`src/rtl/pe_row_scheduler.sv`:
```
// Layer sequencer for a 1xVEC_LEN by VEC_LEN x NUM_OUT product PE: streams x/w pairs, accumulates,
// writes one saturated Q1.14 value per neuron. Define RELU_EN to clamp negative outputs to zero.
module pe_row_scheduler #(
  parameter int VEC_LEN = 784,
  parameter int NUM_OUT = 64,
  parameter int DW      = 16,
  parameter int ACC_W   = 32,
  parameter int XA_W    = 10,
  parameter int WA_W    = 16,
  parameter int YA_W    = 6
) (
  input  logic            clk,
  input  logic            rst,
  input  logic            start,
  output logic            busy,
  output logic            done,
  output logic            mem_rd,
  output logic [XA_W-1:0] x_addr,
  output logic [WA_W-1:0] w_addr,
  input  logic [DW-1:0]   x_data,
  input  logic [DW-1:0]   w_data,
  output logic            pe_en,
  output logic [DW-1:0]   pe_a,
  output logic [DW-1:0]   pe_b,
  input  logic [DW-1:0]   pe_dot,
  output logic            y_wr,
  output logic [YA_W-1:0] y_addr,
  output logic [DW-1:0]   y_data
);

  typedef enum logic [2:0] {
    S_IDLE  = 3'd0,
    S_RUN   = 3'd1,
    S_DRAIN = 3'd2,
    S_WRITE = 3'd3,
    S_FIN   = 3'd4
  } state_t;

  localparam logic [XA_W-1:0] I_LAST = XA_W'(VEC_LEN - 1);
  localparam logic [YA_W-1:0] J_LAST = YA_W'(NUM_OUT - 1);

  state_t                   state_q;
  logic [XA_W-1:0]          i_q;
  logic [YA_W-1:0]          j_q;
  logic [WA_W-1:0]          w_addr_q;
  logic                     drain_q;
  logic signed [ACC_W-1:0]  acc_q;
  logic                     pe_en_q;
  logic                     pe_en_dly_q;
  logic                     busy_q;
  logic                     done_q;
  logic                     mem_rd_q;
  logic                     y_wr_q;
  logic [YA_W-1:0]          y_addr_q;
  logic [DW-1:0]            y_data_q;
  logic [ACC_W-1:0]         dot_ext_s;
  logic [DW-1:0]            y_next_s;

  function automatic logic [DW-1:0] sat(input logic [ACC_W-1:0] a);
    logic [DW-1:0] r;
    if (a[ACC_W-1:DW-1] == {(ACC_W-DW+1){a[ACC_W-1]}}) begin
      r = a[DW-1:0];
    end else if (a[ACC_W-1]) begin
      r = {1'b1, {(DW-1){1'b0}}};
    end else begin
      r = {1'b0, {(DW-1){1'b1}}};
    end
    return r;
  endfunction

  function automatic logic [DW-1:0] post_act(input logic [DW-1:0] v);
    logic [DW-1:0] r;
`ifdef RELU_EN
    if (v[DW-1]) begin
      r = {DW{1'b0}};
    end else begin
      r = v;
    end
`else
    r = v;
`endif
    return r;
  endfunction

  assign dot_ext_s = {{(ACC_W-DW){pe_dot[DW-1]}}, pe_dot};
  assign y_next_s  = post_act(sat(acc_q));

  // Layer FSM; every output is registered. pe_dot for a read lands two cycles after mem_rd,
  // which is what the two DRAIN cycles cover before WRITE samples the final acc.
  always_ff @(posedge clk or posedge rst) begin
    if (rst) begin
      state_q     <= S_IDLE;
      i_q         <= '0;
      j_q         <= '0;
      w_addr_q    <= '0;
      drain_q     <= 1'b0;
      acc_q       <= '0;
      pe_en_q     <= 1'b0;
      pe_en_dly_q <= 1'b0;
      busy_q      <= 1'b0;
      done_q      <= 1'b0;
      mem_rd_q    <= 1'b0;
      y_wr_q      <= 1'b0;
      y_addr_q    <= '0;
      y_data_q    <= '0;
    end else begin
      y_wr_q      <= 1'b0;
      done_q      <= 1'b0;
      pe_en_q     <= mem_rd_q;
      pe_en_dly_q <= pe_en_q;

      if (state_q == S_WRITE || state_q == S_IDLE) begin
        acc_q <= '0;
      end else if (pe_en_dly_q) begin
        acc_q <= acc_q + $signed(dot_ext_s);
      end

      case (state_q)
        S_IDLE: begin
          if (start) begin
            state_q  <= S_RUN;
            busy_q   <= 1'b1;
            mem_rd_q <= 1'b1;
            i_q      <= '0;
            j_q      <= '0;
            w_addr_q <= '0;
          end
        end
        S_RUN: begin
          w_addr_q <= w_addr_q + WA_W'(1);
          if (i_q == I_LAST) begin
            state_q  <= S_DRAIN;
            mem_rd_q <= 1'b0;
            drain_q  <= 1'b0;
          end else begin
            i_q <= i_q + XA_W'(1);
          end
        end
        S_DRAIN: begin
          if (drain_q) begin
            state_q <= S_WRITE;
          end else begin
            drain_q <= 1'b1;
          end
        end
        S_WRITE: begin
          y_wr_q   <= 1'b1;
          y_addr_q <= j_q;
          y_data_q <= y_next_s;
          if (j_q == J_LAST) begin
            state_q <= S_FIN;
          end else begin
            j_q      <= j_q + YA_W'(1);
            i_q      <= '0;
            mem_rd_q <= 1'b1;
            state_q  <= S_RUN;
          end
        end
        S_FIN: begin
          done_q  <= 1'b1;
          busy_q  <= 1'b0;
          state_q <= S_IDLE;
        end
        default: begin
          state_q  <= S_IDLE;
          busy_q   <= 1'b0;
          mem_rd_q <= 1'b0;
        end
      endcase
    end
  end

  assign busy   = busy_q;
  assign done   = done_q;
  assign mem_rd = mem_rd_q;
  assign x_addr = i_q;
  assign w_addr = w_addr_q;
  assign pe_en  = pe_en_q;
  assign pe_a   = x_data;
  assign pe_b   = w_data;
  assign y_wr   = y_wr_q;
  assign y_addr = y_addr_q;
  assign y_data = y_data_q;

endmodule

```
`config.mk`:
```
export PLATFORM = sky130hd
export DESIGN_NAME = pe_row_scheduler
export DESIGN_NICKNAME = d
export VERILOG_FILES = /design/src/rtl/pe_row_scheduler.sv
export SDC_FILE = /design/constraint.sdc
export NUM_CORES = 1
export LEC_CHECK = 0
export CAP_MARGIN = 30
export CORE_MARGIN = 4
export CORE_UTILIZATION = 46
export DETAILED_ROUTE_END_ITERATION = 10
export PLACE_DENSITY = 0.87
export REMOVE_ABC_BUFFERS = 1
export SLEW_MARGIN = 15
export SYNTH_ARGS = -nofsm -noshare
export SYNTH_HDL_FRONTEND = slang
export SYNTH_SLANG_ARGS = --single-unit
```
`constraint.sdc`:
```
create_clock -name clk -period 3 [get_ports clk]
set_clock_uncertainty 0.2 [all_clocks]
set_input_delay 0.3 -clock clk [delete_from_list [all_inputs] [get_ports clk]]
set_output_delay 0.3 -clock clk [all_outputs]
set_load 0.005 [all_outputs]
```
==> impl_metrics.env, run 1 <==
export IMPL_utilization_pct=59.82
export IMPL_r2r_start="acc_q[0]"
export IMPL_violations="setup timing"
export IMPL_cts_sinks=96
export IMPL_dpl_cell_area_mm2=0.007162
export IMPL_whs_ps=186.7
export IMPL_min_to="pe_en_dly_q"
export IMPL_cp_top_family="compound AO/OA/AOI/OAI gates"
export IMPL_synth_top_cell_area_share_pct=39.81
export IMPL_wl_mm=16.32
export IMPL_dp_hpwl_mm=11.33
export IMPL_synth_top_area_cell="dfrtp_1"
export IMPL_synthToLayoutAreaGrowth_pct=26.12
export IMPL_io_buffers=71
export IMPL_synth_seq_cells=96
export IMPL_rr_worst_depth=12
export IMPL_grt_overflow=0
export IMPL_critPathArrivalTime_ps=3180
export IMPL_cts_max_path_buffers=2
export IMPL_synthCells=689
export IMPL_hold_depth=0
export IMPL_stdcell_area_mm2=0.007611
export IMPL_outcome="finished with violations"
export IMPL_start_kind="input port"
export IMPL_clk_latency_ps=350
export IMPL_synth_edf_count=0
export IMPL_crit_buf_inv=2
export IMPL_grt_pass1_vias=5294
export IMPL_core_mm2=0.01272
export IMPL_cts_root_buf="clkbuf_16"
export IMPL_hp_start="pe_en"
export IMPL_vias_per_cell=5.705
export IMPL_fin_nets=878
export IMPL_end_kind="register"
export IMPL_max_slew_margin_pct=55.07
export IMPL_fmax_mhz=320.1
export IMPL_p_leak_nw=3.520
export IMPL_ys_warn_count=0
export IMPL_setup_violations=4
export IMPL_detail_route_antenna_nets=0
export IMPL_antenna_found_initial=0
export IMPL_drc=0
export IMPL_ir_drop_v=0.0003632
export IMPL_final_layout_size_suffix_gt1_share_pct=15.68
export IMPL_die_width_um=122.5
export IMPL_crit_top_cell="a211o_1"
export IMPL_gp_congestion=0.9048
export IMPL_timing_hold_violations_final=0
export IMPL_synth_area_leaders="dfrtp_1 (40%), ha_1 (7.0%), nand2_1 (5.4%)"
export IMPL_htree_levels=3
export IMPL_rsz0062_at_grt="true"
export IMPL_track_usage_pct=21.48
export IMPL_critPathLaunch="pe_dot[0]"
export IMPL_drt_iter0_drc=607
export IMPL_crit_type="input port to register"
export IMPL_cts_buffers=9
export IMPL_final_min_clock_period_ps=3124
export IMPL_total_power_mw=6.493
export IMPL_syn_cell_area_mm2=0.006035
export IMPL_cp_max_fo=5
export IMPL_synthDistinctLibCells=58
export IMPL_die_h_um=122.5
export IMPL_grt_use_met2_pct=33.94
export IMPL_rrSetupSlack_ps=-110
export IMPL_required_ps=3050
export IMPL_cts_hold_buf=0
export IMPL_path_clk_slew_ps=70
export IMPL_num_io_pins=136
export IMPL_wl_per_cell_um=16.84
export IMPL_finalCritPeriodShare_pct=104.1
export IMPL_power_density_mw_per_mm2=853.0
export IMPL_setup_slack_ps=-123.6
export IMPL_first_pass_iters=5
export IMPL_grt_pass1_wl_mm=26.17
export IMPL_synth_flop_cell="dfrtp_1"
export IMPL_maxSlewViolCount=0
export IMPL_cpPeakStageDelay_ps=420
export IMPL_grt_max_degree=53
export IMPL_row_count=41
export IMPL_use_met3_pct=5.853
export IMPL_hp_class="register to register"
export IMPL_dieArea_mm2=0.01501
export IMPL_worst_slew_pin_slew_ps=674.0
export IMPL_num_vias=5528
export IMPL_initial_core_util_pct=47.43
export IMPL_synth_seq_area_share_pct=39.81
export IMPL_cp_cell_sequence="clkdlybuf4s50_1 -> ha_2 -> inv_2 -> fa_2 -> nor2b_4 -> o31a_1 -> o311a_1 -> a211o_1 -> a211o_1 -> and3_4 -> o31ai_4 -> xor2_1 -> a211oi_1"
export IMPL_cts_tree="yes"
export IMPL_grt_busiest_layer="met2"
export IMPL_async_flop_share_pct=100.0
export IMPL_drv_cap=0
export IMPL_syn_avg_cell_area_um2=8.758
export IMPL_r2r_end="acc_q[28]"
export IMPL_n_fill_cell=1012
export IMPL_grt_use_met1_pct=28.83
export IMPL_slowest_stage="clkdlybuf4s50_1"
export IMPL_antenna_cells=0
==> worst max-delay path by stage <==
stage               cells past startpoint  slack [ps]        end
finish                                 13        -120  acc_q[28]
global route                           12        -220  acc_q[28]
CTS                                    12         -90  acc_q[28]
detailed placement                     13        -610  acc_q[28]
global placement                       13        -530  acc_q[28]
floorplan                              12        -140  acc_q[28]
==> cell type report <==
class | instances | area, um2 | area share (%)
Clock buffer | 10 | 239.0 | 3.140
Clock inverter | 6 | 96.34 | 1.266
Inverter | 15 | 58.81 | 0.7726
Multi-Input combinational cell | 522 | 3296 | 43.30
Sequential cell | 96 | 2402 | 31.56
Tap cell | 172 | 215.2 | 2.828
Timing Repair Buffer | 148 | 1304 | 17.13
==> Yosys cell counts, types with 7 or more instances <==
master / number
ha_1: 34
nor3_1: 10
xor2_1: 19
nand4_1: 13
inv_1: 13
dfrtp_1: 96
o21bai_1: 9
and3_1: 9
nand3_1: 23
o21ai_0: 56
mux2i_1: 19
buf_4: 33
xnor2_1: 15
nand2_1: 87
a21o_1: 18
or2_2: 7
nor2_1: 67
a21oi_1: 61
clkbuf_1: 18
==> placed cells by master (no fill, tap or decap), drive strengths merged, types with 2 or more instances in the layout <==
cell / synthesis / layout
clkbuf: 18 / 10
o22ai: 4 / 4
and2: 4 / 4
a21o: 19 / 19
clkinv: 2 / 2
a31oi: 6 / 6
o21ai: 57 / 57
a41oi: 2 / 2
clkdlybuf4s50: 0 / 70
nor2: 67 / 67
a211o: 5 / 5
and3: 10 / 10
xnor2: 15 / 15
o21bai: 9 / 9
dfrtp: 96 / 96
o31ai: 6 / 6
o211ai: 3 / 3
nor3: 10 / 10
a21oi: 61 / 61
ha: 34 / 34
nand2b: 5 / 5
or2: 7 / 7
buf: 38 / 77
o21a: 2 / 2
nand2: 87 / 87
nand3: 23 / 23
mux2i: 19 / 19
xor2: 19 / 19
bufinv: 0 / 2
nor4: 5 / 5
nor2b: 5 / 5
a211oi: 6 / 6
or3: 3 / 3
nand4: 13 / 13
inv: 13 / 16
==> logic make-up after synthesis <==
family,Yosys count,synth area share [%]
DFF,96,39.81
muxes,20,3.338
adders and majority gates,36,7.547
AOI/OAI and AO/OA,188,18.93
buffers and inverters,71,6.739
xor gates and xnor gates,34,4.935
and+or+nand+nor,244,18.70
==> sequential cells by signal, summed over array words and instances (netlist names) <==
register / count
y_addr: 6
busy: 1
acc_q: 32
pe_en_dly_q: 1
mem_rd: 1
drain_q: 1
w_addr: 16
done: 1
x_addr: 10
pe_en: 1
y_data: 16
state_q: 3
j_q: 6
y_wr: 1
==> routing by layer <==
layer | wire length (um) | share of wire (%) | up-vias
met4 | 358 | 2.2 | 0
met3 | 1341 | 8.2 | 37
met2 | 7549 | 46 | 265
met5 | 0 | 0 | -
met1 | 7066 | 43 | 2615
li1 | - | - | 2611
==> report_power, final <==
| group | switching (mW) | total, mW | internal, mW |
|---|---|---|---|
| Sequential | 0.244 | 1.79 | 1.55 |
| Clock | 0.534 | 1.30 | 0.766 |
| Combinational | 1.67 | 3.40 | 1.73 |
| Total | 2.45 | 6.49 | 4.04 |
==> metrics by stage <==
stage / setup WS, ps / setup TNS [ps] / instances
after floorplan: -136.1 / -817.1 / 633
after global placement: -529.1 / -3399 / 946
after detailed placement: -611.3 / -4378 / 947
after CTS: -90.89 / -222.3 / 966
after global routing: -222.8 / -949.5 / 969
final: -123.6 / -393.7 / 969
==> worst register-to-register path, cell delays in order (launching register included) <==
cell and delay, ps:
dfrtp_1 380, ha_2 180, inv_2 60, fa_2 230, nor2b_4 50, o31a_1 260
o311a_1 350, a211o_1 320, a211o_1 300, and3_4 220, o31ai_4 170, xor2_1 90
a211oi_1 220
==> what timing repair did <==
action,in CTS,in global routing
gates cloned,0,0
pin swaps,15,14
setup buffers,3,3
gates resized for setup,7,10
setup endpoints to repair,5,11
(Power assumes the default switching activity.)
==> run 2, diff against run 1 <==
PLACE_DENSITY = 0.88   (was 0.87)
==> run 2 against run 1 <==
The run still ends with setup timing left. Wire length grew 7.6%. Clock power decreased by 8%. Register-to-register slack lost 50 ps. Setup slack worse by 32 ps.
==> impl_metrics.env, run 2 (same netlist as run 1, synthesis figures left out) <==
export IMPL_cts_max_path_buffers=2
export IMPL_wl_mm=17.55
export IMPL_die_h_um=122.5
export IMPL_setup_slack_ps=-155.9
export IMPL_cts_tree="yes"
export IMPL_wl_per_cell_um=18.12
export IMPL_vias_per_cell=5.912
export IMPL_detail_route_antenna_nets=0
export IMPL_fin_nets=878
export IMPL_grt_pass1_wl_mm=27.23
export IMPL_row_count=41
export IMPL_start_kind="register"
export IMPL_layout_cells_most_common="dfrtp_1"
export IMPL_end_kind="register"
export IMPL_maxSlewViolCount=0
export IMPL_die_width_um=122.5
export IMPL_first_pass_iters=5
export IMPL_cpPeakStageDelay_ps=390
export IMPL_track_usage_pct=22.75
export IMPL_clk_latency_ps=350
export IMPL_initial_core_util_pct=47.43
export IMPL_antenna_found_initial=0
export IMPL_timing_hold_violations_final=0
export IMPL_cts_buffers=9
export IMPL_power_density_mw_per_mm2=857.0
export IMPL_grt_max_degree=48
export IMPL_num_io_pins=136
export IMPL_drt_iter0_drc=601
export IMPL_drv_cap=0
export IMPL_hp_class="input port to async pin"
export IMPL_gp_congestion=0.9998
export IMPL_drc=0
export IMPL_slowest_stage="dfrtp_1"
export IMPL_grt_overflow=0
export IMPL_num_vias=5729
export IMPL_layout_common_cells="dfrtp_1 (96), nand2_1 (87), buf_4 (77)"
export IMPL_htree_levels=3
export IMPL_final_cells=969
export IMPL_outcome="finished with violations"
export IMPL_max_slew_margin_pct=45.15
export IMPL_largest_reg_flops=32
export IMPL_finalCritPeriodShare_pct=105.2
export IMPL_dp_hpwl_mm=11.92
export IMPL_critPathArrivalTime_ps=3180
export IMPL_cts_hold_buf=0
export IMPL_crit_top_cell="a211o_1"
export IMPL_required_ps=3020
export IMPL_final_layout_size_suffix_gt1_share_pct=15.43
export IMPL_dieArea_mm2=0.01501
export IMPL_grt_pass1_vias=5486
export IMPL_crit_buf_inv=1
export IMPL_antenna_cells=0
export IMPL_n_fill_cell=1039
export IMPL_rsz0062_at_grt="true"
export IMPL_setup_violations=4
export IMPL_place_inst=947
export IMPL_cp_max_fo=5
export IMPL_worst_slew_pin_slew_ps=822.7
export IMPL_cts_sinks=96
export IMPL_io_buffers=71
export IMPL_final_min_clock_period_ps=3156
export IMPL_crit_type="register to register"
export IMPL_violations="setup timing"
export IMPL_ir_drop_v=0.0004496
export IMPL_rrSetupSlack_ps=-160
export IMPL_fin_setup_tns_ps=-599.6
export IMPL_p_leak_nw=3.511
export IMPL_utilization_pct=59.37
export IMPL_cp_top_family="compound AO/OA/AOI/OAI gates"
export IMPL_synthToLayoutAreaGrowth_pct=25.17
export IMPL_fmax_mhz=316.9
export IMPL_path_clk_slew_ps=70
export IMPL_cts_root_buf="clkbuf_16"
export IMPL_top_register="acc_q"
export IMPL_cp_cell_sequence="ha_2 -> inv_2 -> fa_2 -> nor2b_4 -> o31a_1 -> o311a_1 -> a211o_1 -> a211o_1 -> and3_4 -> a41oi_2 -> xor2_1 -> o21ai_1"
export IMPL_core_mm2=0.01272
-- run 2: layout make-up --
type                    instances  area (um2)  area share [%]
inverters                      15       58.81          0.7785
clock buffers                  10       229.0           3.031
repair buffers                148        1291           17.09
well taps                     172       215.2           2.849
multi-input cells             522        3284           43.48
flip-flops and latches         96        2402           31.80
clock inverters                 6       72.57          0.9607
-- run 2: timing repair --
action	4_1_cts	5_1_grt
pin swaps	13	20
setup buffers	2	4
setup endpoints to repair	4	14
gates resized for setup	7	9
-- run 2: report_power, final --
group	leakage (nW)	internal, mW	switching (mW)
clock network	0.149	0.659	0.534
registers	1.18	1.55	0.247
logic	2.18	1.70	1.78
total	3.51	3.91	2.57
-- run 2: per-layer routing --
layer | wire [um] | vias to the layer above | global-route usage (%)
met3 | 1504 | 55 | 6.544
met4 | 501 | 0 | 9.307
li1 | - | 2617 | -
met1 | 7049 | 2753 | 28.09
met5 | 0 | - | 0.6944
met2 | 8498 | 304 | 37.38
-- run 2: final timing paths --
check | startpoint | to | depth (start not counted)
worst max-delay path | acc_q[0] | acc_q[30] | 12
worst min-delay path | rst | y_data[5] | 2
worst max register to register | acc_q[0] | acc_q[30] | 12
worst min register to register | pe_en | pe_en_dly_q | 0
max in group asynchronous | rst | w_addr[2] | 3
min in group clk | pe_en | pe_en_dly_q | 0
-- run 2: through the flow --
step	hold slack (ps)	power (mW)	area, um2	setup WS, ps
2_1_floorplan	175.7	3.857	5684	-136.1
3_3_place_gp	159.0	4.806	7142	-535.6
3_5_place_dp	170.9	4.951	7149	-608.1
4_1_cts	185.5	6.253	7492	-136.8
5_1_grt	196.6	6.875	7553	-264.3
6_report	171.2	6.473	7553	-155.9
==> run 3, diff against run 2 <==
CAP_MARGIN = 0   (was 30)
==> run 3 against run 2 <==
The flow still finishes with violations (setup timing). Combinational power hardly changed. Flip-flop and latch count unchanged. Non-clock buffer count is the same. Global-route usage down 0.73 points. Power grew 0.83%. Critical path depth stayed put. Count of clock-buffer cells in the layout is 1 lower. First-iteration DRC count grew 1.7%. Die area unchanged.
==> impl_metrics.env, run 3 (same netlist as run 1, synthesis figures left out) <==
export IMPL_rrSetupSlack_ps=-150
export IMPL_violations="setup timing"
export IMPL_crit_type="register to register"
export IMPL_die_h_um=122.5
export IMPL_htree_levels=3
export IMPL_slowest_stage="dfrtp_1"
export IMPL_dpl_cell_area_mm2=0.007142
export IMPL_start_kind="register"
export IMPL_grt_pass1_vias=5393
export IMPL_cpPeakStageDelay_ps=390
export IMPL_rsz0062_at_grt="true"
export IMPL_required_ps=3030
export IMPL_layout_common_cells="dfrtp_1 (96), nand2_1 (87), buf_4 (77)"
export IMPL_rr_worst_depth=12
export IMPL_ir_drop_v=0.0004915
export IMPL_drt_iter0_drc=611
export IMPL_dp_hpwl_mm=11.82
export IMPL_detail_route_antenna_nets=0
export IMPL_num_vias=5638
export IMPL_cts_root_buf="clkbuf_16"
export IMPL_cp_max_fo=5
export IMPL_core_mm2=0.01272
export IMPL_first_pass_iters=5
export IMPL_drc=0
export IMPL_cp_cell_sequence="ha_2 -> inv_2 -> fa_2 -> nor2b_4 -> o31a_1 -> o311a_1 -> a211o_1 -> a211o_1 -> and3_4 -> a41oi_2 -> xor2_1 -> o21ai_1"
export IMPL_track_usage_pct=22.02
export IMPL_clk_latency_ps=350
export IMPL_wl_mm=16.98
export IMPL_vias_per_cell=5.818
export IMPL_worst_slew_pin_slew_ps=801.6
export IMPL_final_layout_size_suffix_gt1_share_pct=15.81
export IMPL_setup_violations=4
export IMPL_end_kind="register"
export IMPL_final_cells=969
export IMPL_grt_pass1_wl_mm=26.62
export IMPL_power_density_mw_per_mm2=857.5
export IMPL_grt_max_degree=48
export IMPL_stdcell_area_mm2=0.007612
export IMPL_p_leak_nw=3.522
export IMPL_critPathArrivalTime_ps=3180
export IMPL_cts_max_path_buffers=2
export IMPL_fmax_mhz=317.5
export IMPL_antenna_cells=0
export IMPL_final_min_clock_period_ps=3149
export IMPL_hp_class="input port to async pin"
export IMPL_gp_congestion=0.9998
export IMPL_io_buffers=71
export IMPL_grt_overflow=0
export IMPL_path_clk_slew_ps=70
export IMPL_initial_core_util_pct=47.43
export IMPL_crit_buf_inv=1
export IMPL_top_register="acc_q"
export IMPL_cts_buffers=9
export IMPL_crit_top_cell="a211o_1"
export IMPL_cp_top_family="compound AO/OA/AOI/OAI gates"
export IMPL_place_inst=946
export IMPL_row_count=41
export IMPL_r2r_start="acc_q[0]"
export IMPL_finalCritPeriodShare_pct=105.0
export IMPL_drv_cap=0
export IMPL_largest_reg_flops=32
export IMPL_wl_per_cell_um=17.52
export IMPL_die_width_um=122.5
export IMPL_num_io_pins=136
export IMPL_layout_cells_most_common="dfrtp_1"
export IMPL_cts_tree="yes"
export IMPL_cts_hold_buf=0
export IMPL_setup_slack_ps=-149.2
export IMPL_timing_hold_violations_final=0
export IMPL_outcome="finished with violations"
export IMPL_antenna_found_initial=0
export IMPL_max_slew_margin_pct=46.56
export IMPL_fin_nets=878
export IMPL_cts_sinks=96
export IMPL_utilization_pct=59.83
export IMPL_synthToLayoutAreaGrowth_pct=26.15
export IMPL_r2r_end="acc_q[26]"
export IMPL_dieArea_mm2=0.01501
export IMPL_n_fill_cell=1023
export IMPL_maxSlewViolCount=0
## run 3: worst max-delay path by stage
stage,depth (start not counted),slack (ps),to,start
6_report,12,-150,acc_q[26],acc_q[0]
3_5_place_dp,13,-600,acc_q[28],pe_dot[0]
2_1_floorplan,12,-140,acc_q[28],acc_q[0]
3_3_place_gp,13,-540,acc_q[28],pe_dot[0]
4_1_cts,12,-150,acc_q[24],acc_q[0]
5_1_grt,12,-270,acc_q[28],acc_q[0]
## run 3: per-layer routing
metal | GRT usage [%] | vias to the layer above | share of wire (%)
li1 | - | 2625 | -
met1 | 28.82 | 2701 | 43
met2 | 34.94 | 269 | 47
met3 | 6.682 | 43 | 8.1
met4 | 7.138 | 0 | 2.2
met5 | 0.6944 | - | 0
## run 3: per-stage QoR
stage	hold WS [ps]	setup slack [ps]	power (mW)	TNS (ps)
2_1_floorplan	175.7	-136.1	3.857	-817.1
4_1_cts	200.4	-148.4	6.276	-557.5
5_1_grt	207.9	-265.3	6.918	-1193
3_5_place_dp	175.6	-602.0	4.941	-4504
3_3_place_gp	159.0	-535.6	4.806	-3570
6_report	178.1	-149.2	6.527	-545.3
## run 3: final cells by class
type	count	area (um2)	share of cell area, %
Inverter	15	58.81	0.7725
Tap cell	172	215.2	2.827
Clock buffer	9	225.2	2.959
Multi-Input combinational cell	522	3323	43.66
Sequential cell	96	2402	31.56
Clock inverter	7	96.34	1.266
Timing Repair Buffer	148	1291	16.96
## run 3: power by group
part	switching, mW	internal, mW
logic	1.76	1.74
clock network	0.558	0.673
registers	0.247	1.55
## run 3: worst reg2reg max path, cell delays in order (launching register included)
cell	delay [ps]
dfrtp_1	390
ha_2	190
inv_2	50
fa_2	220
nor2b_4	50
o31a_1	260
o311a_1	360
a211o_1	330
a211o_1	300
and3_4	220
a41oi_2	210
xor2_1	180
o21ai_1	80
## run 3: repair_timing
item | 4_1_cts | 5_1_grt
endpoints found under the setup margin | 5 | 16
resized for setup | 7 | 14
pin swaps | 9 | 19
hold endpoints to repair | 0 | 0
cloned | 0 | 0
buffers inserted | 2 | 6
